--- config.mk ---
export PLATFORM = sky130hd
export DESIGN_NAME = imem_loader_flat
export DESIGN_NICKNAME = d
export VERILOG_FILES = /design/src/rtl/imem_loader_pkg.sv /design/src/rtl/imem_loader_if.sv /design/src/rtl/imem_loader.sv /design/src/flat_wrapper.sv
export SDC_FILE = /design/constraint.sdc
export NUM_CORES = 1
export LEC_CHECK = 0
export CAP_MARGIN = 20
export CELL_PAD_IN_SITES_DETAIL_PLACEMENT = 2
export CELL_PAD_IN_SITES_GLOBAL_PLACEMENT = 2
export CORE_UTILIZATION = 38
export DETAILED_ROUTE_END_ITERATION = 16
export PLACE_DENSITY = 0.93
export SKIP_CTS_REPAIR_TIMING = 1
export SLEW_MARGIN = 20
export SYNTH_ARGS = -nofsm -noshare
export SYNTH_HDL_FRONTEND = slang
export SYNTH_SLANG_ARGS = --single-unit
export TNS_END_PERCENT = 10
--- constraint.sdc ---
create_clock -name clk -period 4.7 [get_ports clk]
set_input_delay 1.175 -clock clk [delete_from_list [all_inputs] [get_ports clk]]
set_output_delay 1.175 -clock clk [all_outputs]
set_load 0.005 [all_outputs]
--- src/rtl/imem_loader_pkg.sv ---
// Shared constants and state encoding for the instruction-memory loader.
// The frame header byte, the padding word and the FSM states live here.
package loader_pkg;

    localparam logic [7:0]  FRAME_HDR = 8'hA5;
    localparam logic [15:0] NOP_WORD  = 16'h0000;

    typedef enum logic [3:0] {
        IDLE = 4'd0,
        HDR  = 4'd1,
        CNT  = 4'd2,
        HI   = 4'd3,
        LO   = 4'd4,
        CSUM = 4'd5,
        FILL = 4'd6,
        DONE = 4'd7,
        ERR  = 4'd8
    } state_e;

endpackage

--- src/rtl/imem_loader_if.sv ---
// Byte-stream handshake plus instruction-memory write port of the loader.
// The master modport is the loader's view; the slave modport is the environment's.
interface imem_loader_if #(
    parameter int ADDR_W = 4
);

    logic              in_valid;
    logic [7:0]        in_data;
    logic              in_ready;
    logic              wr_en;
    logic [ADDR_W-1:0] wr_addr;
    logic [15:0]       wr_data;

    modport master (
        input  in_valid,
        input  in_data,
        output in_ready,
        output wr_en,
        output wr_addr,
        output wr_data
    );

    modport slave (
        output in_valid,
        output in_data,
        input  in_ready,
        input  wr_en,
        input  wr_addr,
        input  wr_data
    );

endinterface

--- src/rtl/imem_loader.sv ---
// Receives a framed byte stream, writes 16-bit instruction words into the
// instruction memory, pads the rest with NOPs and holds the CPU until success.
module imem_loader
    import loader_pkg::*;
#(
    parameter int DEPTH  = 16,
    parameter int ADDR_W = 4
) (
    input  logic          clk,
    input  logic          reset,
    input  logic          start,
    imem_loader_if.master bus,
    output logic          cpu_hold,
    output logic          busy,
    output logic          done,
    output logic          err
);

    // Index and count are one bit wider than an address so that DEPTH fits.
    localparam logic [ADDR_W:0] ONE_W    = (ADDR_W+1)'(1);
    localparam logic [ADDR_W:0] DEPTH_W  = (ADDR_W+1)'(DEPTH);
    localparam logic [ADDR_W:0] LAST_IDX = (ADDR_W+1)'(DEPTH - 1);
    localparam logic [7:0]      DEPTH_B  = 8'(DEPTH);

    state_e            state_q, state_d;
    logic              in_ready_q, in_ready_d;
    logic              wr_en_q, wr_en_d;
    logic [ADDR_W-1:0] wr_addr_q, wr_addr_d;
    logic [15:0]       wr_data_q, wr_data_d;
    logic              cpu_hold_q, cpu_hold_d;
    logic              busy_q, busy_d;
    logic              done_q, done_d;
    logic              err_q, err_d;
    logic [ADDR_W:0]   idx_q, idx_d;
    logic [ADDR_W:0]   cnt_q, cnt_d;
    logic [7:0]        csum_q, csum_d;
    logic [7:0]        hi_q, hi_d;

    logic              xfer;
    logic [7:0]        rx;
    logic [ADDR_W:0]   idx_inc;

    assign xfer    = bus.in_valid && in_ready_q;
    assign rx      = bus.in_data;
    assign idx_inc = idx_q + ONE_W;

    always_comb begin
        state_d   = state_q;
        wr_en_d   = 1'b0;
        wr_addr_d = wr_addr_q;
        wr_data_d = wr_data_q;
        idx_d     = idx_q;
        cnt_d     = cnt_q;
        csum_d    = csum_q;
        hi_d      = hi_q;

        case (state_q)
            IDLE, DONE, ERR: begin
                if (start) begin
                    state_d = HDR;
                    idx_d   = '0;
                    csum_d  = '0;
                end
            end
            HDR: begin
                if (xfer && rx == FRAME_HDR) begin
                    state_d = CNT;
                end
            end
            CNT: begin
                if (xfer) begin
                    if (rx == 8'd0 || rx > DEPTH_B) begin
                        state_d = ERR;
                    end else begin
                        cnt_d   = rx[ADDR_W:0];
                        state_d = HI;
                    end
                end
            end
            HI: begin
                if (xfer) begin
                    hi_d    = rx;
                    csum_d  = csum_q ^ rx;
                    state_d = LO;
                end
            end
            LO: begin
                if (xfer) begin
                    csum_d    = csum_q ^ rx;
                    wr_en_d   = 1'b1;
                    wr_addr_d = idx_q[ADDR_W-1:0];
                    wr_data_d = {hi_q, rx};
                    idx_d     = idx_inc;
                    state_d   = (idx_inc < cnt_q) ? HI : CSUM;
                end
            end
            CSUM: begin
                if (xfer) begin
                    if (rx != csum_q) begin
                        state_d = ERR;
                    end else if (cnt_q < DEPTH_W) begin
                        state_d = FILL;
                    end else begin
                        state_d = DONE;
                    end
                end
            end
            FILL: begin
                wr_en_d   = 1'b1;
                wr_addr_d = idx_q[ADDR_W-1:0];
                wr_data_d = NOP_WORD;
                idx_d     = idx_inc;
                if (idx_q == LAST_IDX) begin
                    state_d = DONE;
                end
            end
            default: begin
                state_d = IDLE;
            end
        endcase

        // Status outputs are registered as a function of the state being entered.
        in_ready_d = (state_d == HDR) || (state_d == CNT) || (state_d == HI) ||
                     (state_d == LO)  || (state_d == CSUM);
        busy_d     = !((state_d == IDLE) || (state_d == DONE) || (state_d == ERR));
        done_d     = (state_d == DONE);
        err_d      = (state_d == ERR);
        cpu_hold_d = (state_d != DONE);
    end

    always_ff @(posedge clk or negedge reset) begin
        if (!reset) begin
            state_q    <= IDLE;
            in_ready_q <= 1'b0;
            wr_en_q    <= 1'b0;
            wr_addr_q  <= '0;
            wr_data_q  <= '0;
            cpu_hold_q <= 1'b1;
            busy_q     <= 1'b0;
            done_q     <= 1'b0;
            err_q      <= 1'b0;
            idx_q      <= '0;
            cnt_q      <= '0;
            csum_q     <= '0;
            hi_q       <= '0;
        end else begin
            state_q    <= state_d;
            in_ready_q <= in_ready_d;
            wr_en_q    <= wr_en_d;
            wr_addr_q  <= wr_addr_d;
            wr_data_q  <= wr_data_d;
            cpu_hold_q <= cpu_hold_d;
            busy_q     <= busy_d;
            done_q     <= done_d;
            err_q      <= err_d;
            idx_q      <= idx_d;
            cnt_q      <= cnt_d;
            csum_q     <= csum_d;
            hi_q       <= hi_d;
        end
    end

    assign bus.in_ready = in_ready_q;
    assign bus.wr_en    = wr_en_q;
    assign bus.wr_addr  = wr_addr_q;
    assign bus.wr_data  = wr_data_q;
    assign cpu_hold     = cpu_hold_q;
    assign busy         = busy_q;
    assign done         = done_q;
    assign err          = err_q;

endmodule

--- src/flat_wrapper.sv ---
// flat-port wrapper written by rule: the top's interface ports become plain ports
module imem_loader_flat import loader_pkg::*;
#(
    parameter int DEPTH  = 16,
    parameter int ADDR_W = 4
)
  (clk, reset, start, cpu_hold, busy, done, err, bus_in_valid, bus_in_data, bus_in_ready, bus_wr_en, bus_wr_addr, bus_wr_data);
  imem_loader_if #(.ADDR_W(ADDR_W)) bus_i ();
  input  logic clk;
  input  logic reset;
  input  logic start;
  output logic cpu_hold;
  output logic busy;
  output logic done;
  output logic err;
  input wire logic [$bits(bus_i.in_valid)-1:0] bus_in_valid;
  input wire logic [$bits(bus_i.in_data)-1:0] bus_in_data;
  output wire logic [$bits(bus_i.in_ready)-1:0] bus_in_ready;
  output wire logic [$bits(bus_i.wr_en)-1:0] bus_wr_en;
  output wire logic [$bits(bus_i.wr_addr)-1:0] bus_wr_addr;
  output wire logic [$bits(bus_i.wr_data)-1:0] bus_wr_data;
  assign bus_i.in_valid = bus_in_valid;
  assign bus_i.in_data = bus_in_data;
  assign bus_in_ready = bus_i.in_ready;
  assign bus_wr_en = bus_i.wr_en;
  assign bus_wr_addr = bus_i.wr_addr;
  assign bus_wr_data = bus_i.wr_data;
  imem_loader #(.DEPTH(DEPTH), .ADDR_W(ADDR_W)) u_core (.clk(clk), .reset(reset), .start(start), .bus(bus_i), .cpu_hold(cpu_hold), .busy(busy), .done(done), .err(err));
endmodule
==> results of run 1 <==
[cell type report]
| cell class | count | area [µm²] | area share [%] |
|---|---|---|---|
| flip-flops and latches | 56 | 1400 | 42.8 |
| repair buffers | 39 | 380 | 11.6 |
| well taps | 96 | 120 | 3.66 |
| clock inverters | 3 | 46.3 | 1.41 |
| multi-input cells | 172 | 1210 | 37.1 |
| clock buffers | 5 | 68.8 | 2.10 |
| inverters | 12 | 45.0 | 1.37 |
[cells in the mapped netlist (2+ instances only)]
cell / instances / area, µm²
nor4b_1: 3 / 26.3
mux2_2: 9 / 101
dfrtp_1: 55 / 1380
inv_1: 11 / 41.3
or3_1: 3 / 18.8
nor2b_1: 10 / 62.6
buf_4: 2 / 15.0
nor4_1: 2 / 12.5
a21o_1: 2 / 15.0
nor4_4: 2 / 42.5
a21oi_1: 7 / 35.0
o21ai_0: 20 / 100
a22o_1: 26 / 228
clkbuf_1: 5 / 18.8
nor3_1: 2 / 10.0
nand2_1: 25 / 93.8
nand4_1: 3 / 18.8
buf_2: 7 / 35.0
nor2_1: 7 / 26.3
o22ai_1: 3 / 18.8
ha_1: 6 / 75.1
buf_6: 3 / 33.8
nand3_1: 5 / 25.0
nand2b_1: 4 / 25.0
xnor2_1: 9 / 78.8
a211o_1: 2 / 17.5
[power by group through the flow]
stage	logic [mW]	registers (mW)	clock network [mW]
floorplan	0.142	0.589	0
global placement	0.222	0.611	0
detailed placement	0.241	0.614	0
CTS	0.244	0.606	0.338
global route	0.262	0.617	0.350
finish	0.239	0.606	0.332
[registers in the layout, indices dropped and copies added (netlist names)]
register and flops:
u_core.cpu_hold 1, u_core.cnt_q 5, u_core.err 1, u_core.csum_q 8, u_core.bus.wr_en 1, u_core.bus.in_ready 1, u_core.idx_q 5, u_core.done 1
u_core.busy 1, u_core.bus.wr_data 16, u_core.bus.wr_addr 4, u_core.state_q 4, u_core.hi_q 8
[kinds of logic (layout without fill, tap and decap cells)]
| group | Yosys count | in the layout |
|---|---|---|
| xor+xnor | 10 | 10 |
| compound gates | 70 | 70 |
| simple gates | 76 | 76 |
| mux | 10 | 10 |
| flops | 56 | 56 |
| buf+inv | 30 | 59 |
| fa+ha+maj | 6 | 6 |
[routing by layer]
metal  vias to the layer above  share of wire, %
met3                        13               3.0
li1                        966                 -
met5                         -                 0
met1                      1096                41
met2                        43                54
met4                         0               2.0
[final timing paths]
| path | startpoint | end | slack [ps] | cells after the start |
|---|---|---|---|---|
| max | bus_in_valid | u_core.csum_q[1]$_DFFE_PN0P_ | 1380 | 7 |
| min | u_core.bus.wr_addr[3]$_DFFE_PN0P_ | u_core.bus.wr_addr[3]$_DFFE_PN0P_ | 490 | 2 |
| max in group asynchronous | reset | u_core.csum_q[1]$_DFFE_PN0P_ | 2950 | 2 |
| min reg2reg | u_core.bus.wr_addr[3]$_DFFE_PN0P_ | u_core.bus.wr_addr[3]$_DFFE_PN0P_ | 490 | 2 |
| max reg2reg | u_core.state_q[1]$_DFF_PN0_ | u_core.csum_q[1]$_DFFE_PN0P_ | 1990 | 6 |
| min in group asynchronous | reset | u_core.bus.wr_en$_DFF_PN0_ | 960 | 1 |
[critical path: stages]
cell and delay (ps):
clkdlybuf4s50_1 560, nand2_2 200, o31ai_1 250, a2bb2oi_1 110
o21bai_2 390, nor2b_1 610, a22o_1 280
==> flow_summary_export.csv, run 1 <==
group,metric,value,unit
global_route,grt_util_met2,43.6,%
cts,root_buffer,"clkbuf_8",
power_and_ir_drop,p_leak,1.45,nW
floorplanning,die_h,87.4,µm
power_and_ir_drop,power,1.18,mW
synthesis,yosys_warnings,0,
global_route,use_met3,3.89,%
synthesis,synth-seq-area-share,50.7,%
detailed_routing,dr.pass1.iters,4,
synthesis,synth_seq_cells,56,
detailed_routing,postRouteAntennaNets,0,
sta,relSlewSlack,34.2,%
detailed_routing,drc,0,
synthesis,synth_compound_area_share,17.8,%
detailed_routing,wl_per_cell,21.0,µm
finish,design_area,3280,µm²
placement,place_congestion,0.801,
sta,hold_violations,0,
cts,clock_path_buffers,2,
global_route,busiest_layer,"met2",
floorplanning,die_area,7630,µm²
sta,rsz0062_at_grt,"false",
sta,whs,492,ps
floorplanning,core_area,6910,µm²
synthesis,syn_area,2770,µm²
cts,htree_levels,2,
detailed_routing,routed_via_density,5.53,
power_and_ir_drop,max-vdd-ir-drop,0.000237,V
finish,n_fill_cell,741,
synthesis,synth_top_family_by_area,"compound AO/OA/AOI/OAI gates",
sta,setup-tns-final,0,ps
cts,cts.sinks,56,
global_route,grt_max_degree,40,
synthesis,synthXorXnorAreaFrac,3.16,%
global_route,grt_usage,23.4,%
placement,place_inst,375,
finish,nets,304,
synthesis,synth.distinct_cells,51,
global_route,grt_antenna_before_repair,0,
floorplanning,die_x,87.4,µm
critical_path,worstPathRequired,4950,ps
synthesis,avgSynthCellArea,10.7,µm²
sta,post-route-period-util,70.6,%
cts,cts_tree,"built",
finish,final_core_utilization,47.5,%
finish,final_cell_mix,"dfrtp_1 (55), clkdlybuf4s50_1 (36), a22o_1 (26)",
power_and_ir_drop,p_seq_share,51.4,%
detailed_routing,drtIter0Drc,38,
sta,setup_violations,0,
placement,pre_cts_ws,1090,ps
critical_path,crit_type,"in2reg",
sta,slew_viol_final,0,
cts,clkTransAtPathRegs,110,ps
synthesis,synth_mux_area_share,4.02,%
global_route,grt_pass1_wl,13300,µm
detailed_routing,vias,2118,
critical_path,cp_max_fo,9,
finish,final_common_cell,"dfrtp_1",
synthesis,synth-main-ff-cell,"dfrtp_1",
placement,dp_hpwl,5560,µm
sta,tightestPinTransition,987,ps
finish,final_cells,383,
power_and_ir_drop,pwr-share-comb,20.3,%
finish,diodes,0,
worst_hold_path,min_path_type,"reg2reg",
status,status,"finished clean",
critical_path,end_kind,"register",
global_route,grt_pass1_vias,2482,
sta,fmax,301,MHz
finish,area_growth,18.4,%
power_and_ir_drop,clkPwrFrac,28.2,%
sta,worst_slack,1380,ps
power_and_ir_drop,p_sw,0.339,mW
synthesis,synthAdderAreaFrac,2.71,%
power_and_ir_drop,p_int,0.838,mW
cts,numCtsBuffers,5,
synthesis,synth_edf_count,0,
synthesis,yosys.area_share.simple,16.2,%
sta,skew,6.00,ps
synthesis,synth-async-reset-ratio,100,%
detailed_routing,wirelength,8060,µm
placement,place_area,3160,µm²
cts,clk_latency,320,ps
synthesis,synth_nets,276,
critical_path,arrival,3570,ps
floorplanning,start_util,40.1,%
floorplanning,io_pins,38,
power_and_ir_drop,p_per_area,359,nW/µm²
finish,drive_above_1_share,11.1,%
power_and_ir_drop,p_sw_share,28.8,%
sta,min_period,3320,ps
floorplanning,row_count,30,
job,cap_violations,0,
global_route,overflow,0,
critical_path,critPathLaunchType,"primary input",
placement,port_buffers,37,
synthesis,syn_inst,258,
global_route,use_met1,27.4,%
(Power assumes the default switching activity.)
==> run 2, diff against run 1 <==
--- a/config.mk
+++ b/config.mk
@@ -8,9 +8,9 @@
 export CAP_MARGIN = 20
 export CELL_PAD_IN_SITES_DETAIL_PLACEMENT = 2
 export CELL_PAD_IN_SITES_GLOBAL_PLACEMENT = 2
-export CORE_UTILIZATION = 38
+export CORE_UTILIZATION = 35
 export DETAILED_ROUTE_END_ITERATION = 16
-export PLACE_DENSITY = 0.93
+export PLACE_DENSITY = 0.87
 export SKIP_CTS_REPAIR_TIMING = 1
 export SLEW_MARGIN = 20
 export SYNTH_ARGS = -nofsm -noshare
==> constraint.sdc (replaced) <==
create_clock -name clk -period 3.3 [get_ports clk]
set_input_delay 0.825 -clock clk [delete_from_list [all_inputs] [get_ports clk]]
set_output_delay 0.825 -clock clk [all_outputs]
set_load 0.005 [all_outputs]
==> flow_summary_export.csv, run 2 (synthesis gave the netlist of run 1 again) <==
group,metric,value,unit
cts,numCtsBuffers,5,
sta,slew_viol_final,0,
detailed_routing,routed_via_density,5.37,
global_route,grt_max_degree,22,
sta,skew,8.28,ps
sta,setup_violations,0,
sta,whs,450,ps
critical_path,cp_max_fo,8,
critical_path,crit_type,"in2reg",
critical_path,arrival,3000,ps
sta,relSlewSlack,47.6,%
power_and_ir_drop,p_leak,1.48,nW
critical_path,critPathLaunchType,"primary input",
detailed_routing,postRouteAntennaNets,0,
sta,tightestPinTransition,783,ps
finish,drive_above_1_share,14.1,%
finish,diodes,0,
floorplanning,die_area,8270,µm²
critical_path,worstPathRequired,3520,ps
sta,min_period,2780,ps
detailed_routing,drc,0,
power_and_ir_drop,p_per_area,491,nW/µm²
sta,fmax,359,MHz
status,status,"finished clean",
global_route,grt_antenna_before_repair,0,
finish,largest_reg_flops,16,
finish,final_common_cell,"dfrtp_1",
floorplanning,row_count,32,
floorplanning,core_area,7690,µm²
global_route,overflow,0,
finish,nets,314,
cts,clkTransAtPathRegs,110,ps
floorplanning,io_pins,38,
placement,dp_hpwl,6100,µm
detailed_routing,wirelength,8050,µm
global_route,grt_pass1_vias,2404,
sta,post-route-period-util,84.4,%
global_route,grt_pass1_wl,13000,µm
sta,hold_violations,0,
global_route,grt_usage,20.3,%
critical_path,end_kind,"register",
cts,clk_latency,320,ps
detailed_routing,wl_per_cell,20.2,µm
sta,rsz0062_at_grt,"false",
floorplanning,die_h,90.9,µm
cts,root_buffer,"clkbuf_8",
cts,htree_levels,2,
cts,cts.sinks,56,
cts,cts_tree,"built",
power_and_ir_drop,max-vdd-ir-drop,0.000241,V
cts,clock_path_buffers,2,
sta,setup-tns-final,0,ps
detailed_routing,dr.pass1.iters,4,
finish,area_growth,20.6,%
placement,place_congestion,0.767,
job,cap_violations,0,
worst_hold_path,min_path_type,"in2async",
placement,port_buffers,37,
floorplanning,start_util,36.0,%
detailed_routing,vias,2142,
floorplanning,die_x,90.9,µm
detailed_routing,drtIter0Drc,75,
finish,final_cell_mix,"dfrtp_1 (55), clkdlybuf4s50_1 (36), a22o_1 (26)",
finish,n_fill_cell,831,
-- run 2: area by class of cell --
type	count	area, µm²	share of cell area (%)
Sequential cell	56	1400	42.0
Multi-Input combinational cell	172	1210	36.4
Timing Repair Buffer	49	455	13.6
Tap cell	102	128	3.82
Clock buffer	5	68.8	2.06
Inverter	12	45.0	1.35
Clock inverter	3	25.0	0.749
-- run 2: path summary, 6_finish.rpt --
path                                                        start                                end  slack, ps  depth (start not counted)
min in group clk                u_core.bus.wr_addr[2]$_DFFE_PN0P_  u_core.bus.wr_addr[2]$_DFFE_PN0P_        490                          2
worst max-delay path                               bus_in_data[3]      u_core.bus.in_ready$_DFF_PN0_        520                          7
max in group asynchronous                                   reset          u_core.cpu_hold$_DFF_PN1_       2170                          2
worst max register to register        u_core.idx_q[0]$_DFFE_PN0P_              u_core.busy$_DFF_PN0_        840                          9
worst min register to register  u_core.bus.wr_addr[2]$_DFFE_PN0P_  u_core.bus.wr_addr[2]$_DFFE_PN0P_        490                          2
worst min-delay path                                        reset  u_core.bus.wr_addr[1]$_DFFE_PN0P_        450                          1
-- run 2: metal layers --
metal,part of all wire (%),up-vias,track usage (%)
met3,2.4,9,2.93
met2,52,41,37.3
li1,-,991,-
met4,1.3,0,5.42
met5,0,-,0
met1,44,1101,24.8
-- run 2: power by group --
group | internal [mW] | leakage, nW | switching [mW] | total, mW
Sequential | 0.778 | 0.741 | 0.0955 | 0.873
Clock | 0.156 | 0.0452 | 0.256 | 0.412
Combinational | 0.195 | 0.699 | 0.159 | 0.354
-- run 2: metrics by stage --
step	setup slack, ps	power [mW]	util, %	area, µm²	cells
2_1_floorplan	867	1.04	-	2770	258
3_3_place_gp	299	1.20	42.1	3240	390
4_1_cts	520	1.65	43.4	3340	399
5_1_grt	402	1.71	43.4	3340	399
3_5_place_dp	174	1.24	42.2	3250	391
6_report	516	1.64	43.4	3340	399
-- run 2: critical path, cell delays in order --
cell	delay, ps
clkdlybuf4s50_1	580
or4_4	590
nor3_2	220
o41ai_1	120
nor4_2	290
nand3_1	150
a21o_1	210
==> run 3, diff against run 2 <==
--- a/config.mk
+++ b/config.mk
@@ -8,9 +8,9 @@
 export CAP_MARGIN = 20
 export CELL_PAD_IN_SITES_DETAIL_PLACEMENT = 2
 export CELL_PAD_IN_SITES_GLOBAL_PLACEMENT = 2
-export CORE_UTILIZATION = 35
+export CORE_UTILIZATION = 32
 export DETAILED_ROUTE_END_ITERATION = 16
-export PLACE_DENSITY = 0.87
+export PLACE_DENSITY = 0.85
 export SKIP_CTS_REPAIR_TIMING = 1
 export SLEW_MARGIN = 20
 export SYNTH_ARGS = -nofsm -noshare
==> constraint.sdc (replaced) <==
create_clock -name clk -period 2.4 [get_ports clk]
set_input_delay 0.6 -clock clk [delete_from_list [all_inputs] [get_ports clk]]
set_output_delay 0.6 -clock clk [all_outputs]
set_load 0.005 [all_outputs]
==> flow_summary_export.csv, run 3 (synthesis gave the netlist of run 1 again) <==
group,metric,value,unit
status,status,"finished clean",
sta,tightestPinTransition,445,ps
finish,final_common_cell,"dfrtp_1",
finish,diodes,0,
detailed_routing,drc,0,
critical_path,crit_type,"in2reg",
finish,multi_input_area,1270,µm²
floorplanning,die_h,95.0,µm
floorplanning,row_count,33,
cts,htree_levels,2,
critical_path,critPathLaunchType,"primary input",
job,cap_violations,0,
floorplanning,die_area,9030,µm²
global_route,overflow,0,
power_and_ir_drop,power,2.31,mW
global_route,grt_antenna_before_repair,0,
finish,final_core_utilization,44.0,%
global_route,grt_max_degree,33,
sta,hold_violations,0,
critical_path,path_buf_inv,2,
critical_path,slowest_delay,500,ps
sta,setup-tns-final,0,ps
sta,post-route-period-util,97.1,%
detailed_routing,routed_via_density,5.31,
finish,nets,342,
floorplanning,io_pins,38,
floorplanning,core_area,8300,µm²
finish,design_area,3650,µm²
cts,root_buffer,"clkbuf_8",
placement,place_inst,422,
detailed_routing,drtIter0Drc,66,
sta,setup_violations,0,
power_and_ir_drop,p_leak,1.71,nW
sta,fmax,429,MHz
finish,area_growth,31.9,%
cts,cts.sinks,56,
placement,place_area,3470,µm²
placement,dp_hpwl,6470,µm
global_route,grt_pass1_vias,2621,
detailed_routing,wl_per_cell,20.7,µm
cts,clk_latency,320,ps
detailed_routing,wirelength,8900,µm
floorplanning,die_x,95.0,µm
detailed_routing,postRouteAntennaNets,0,
critical_path,arrival,2550,ps
sta,whs,285,ps
critical_path,crit_family,"compound AO/OA/AOI/OAI gates",
detailed_routing,dr.pass1.iters,4,
finish,final_cells,430,
placement,port_buffers,37,
power_and_ir_drop,max-vdd-ir-drop,0.000355,V
critical_path,end_kind,"register",
critical_path,crit_chain,"clkdlybuf4s50_1, buf_4, nand3b_1, a31oi_2, o41ai_2, nor4_2, nand3_1, o21a_1",
finish,n_fill_cell,862,
critical_path,reg2reg_depth,9,
global_route,grt_pass1_wl,14200,µm
worst_hold_path,min_path_type,"in2async",
critical_path,worstPathRequired,2620,ps
placement,pre_cts_ws,-406,ps
global_route,grt_usage,21.1,%
sta,skew,4.43,ps
cts,numCtsBuffers,5,
finish,largest_reg_flops,16,
detailed_routing,vias,2282,
cts,clock_path_buffers,2,
critical_path,cp_slowest_cell,"clkdlybuf4s50_1",
finish,register_area,1400,µm²
power_and_ir_drop,p_per_area,632,nW/µm²
critical_path,critical_path_cell_count,8,
finish,drive_above_1_share,23.7,%
sta,min_period,2330,ps
placement,place_congestion,0.800,
sta,slew_viol_final,0,
finish,final_cell_mix,"dfrtp_1 (55), buf_4 (37), clkdlybuf4s50_1 (28)",
cts,clkTransAtPathRegs,110,ps
floorplanning,start_util,33.4,%
cts,cts_tree,"built",
sta,relSlewSlack,70.3,%
sta,worst_slack,69.2,ps
critical_path,cp_max_fo,3,
## run 3: cell types whose count changed in the layout (fill, tap and decap cells not counted), sizes merged
cell / change
buf: +28
clkdlybuf4s50: -8
dlymetal6s2s: +8
inv: -1
clkinv: +1
## run 3: path summary, 6_finish.rpt
| check | start | endpoint | slack (ps) |
|---|---|---|---|
| max | bus_in_valid | u_core.busy$_DFF_PN0_ | 70 |
| min | reset | u_core.bus.wr_data[8]$_DFFE_PN0P_ | 280 |
| max reg2reg | u_core.idx_q[1]$_DFFE_PN0P_ | u_core.busy$_DFF_PN0_ | 130 |
| min reg2reg | u_core.bus.wr_addr[1]$_DFFE_PN0P_ | u_core.bus.wr_addr[1]$_DFFE_PN0P_ | 490 |
| max in group asynchronous | reset | u_core.cpu_hold$_DFF_PN1_ | 1730 |
| min in group clk | u_core.bus.wr_addr[1]$_DFFE_PN0P_ | u_core.bus.wr_addr[1]$_DFFE_PN0P_ | 490 |
## run 3: layer usage
metal	up-vias	routed length (µm)	global-route usage, %
met5	-	0	0
met4	0	0	3.28
met3	0	244	3.99
met2	44	4810	39.7
met1	1190	3850	25.2
li1	1048	-	-
## run 3: area by class of cell
cell class              count  share of cell area [%]
inverters                  12                    1.23
well taps                 105                    3.60
clock inverters             3                   0.754
clock buffers               5                    1.88
flip-flops and latches     56                    38.4
multi-input cells         172                    34.8
repair buffers             77                    19.3
## run 3: power breakdown
part	leakage [nW]	total, mW	internal, mW	switching [mW]
registers	0.741	1.18	1.07	0.112
clock network	0.0463	0.568	0.216	0.353
logic	0.922	0.556	0.307	0.249
total	1.71	2.31	1.59	0.714
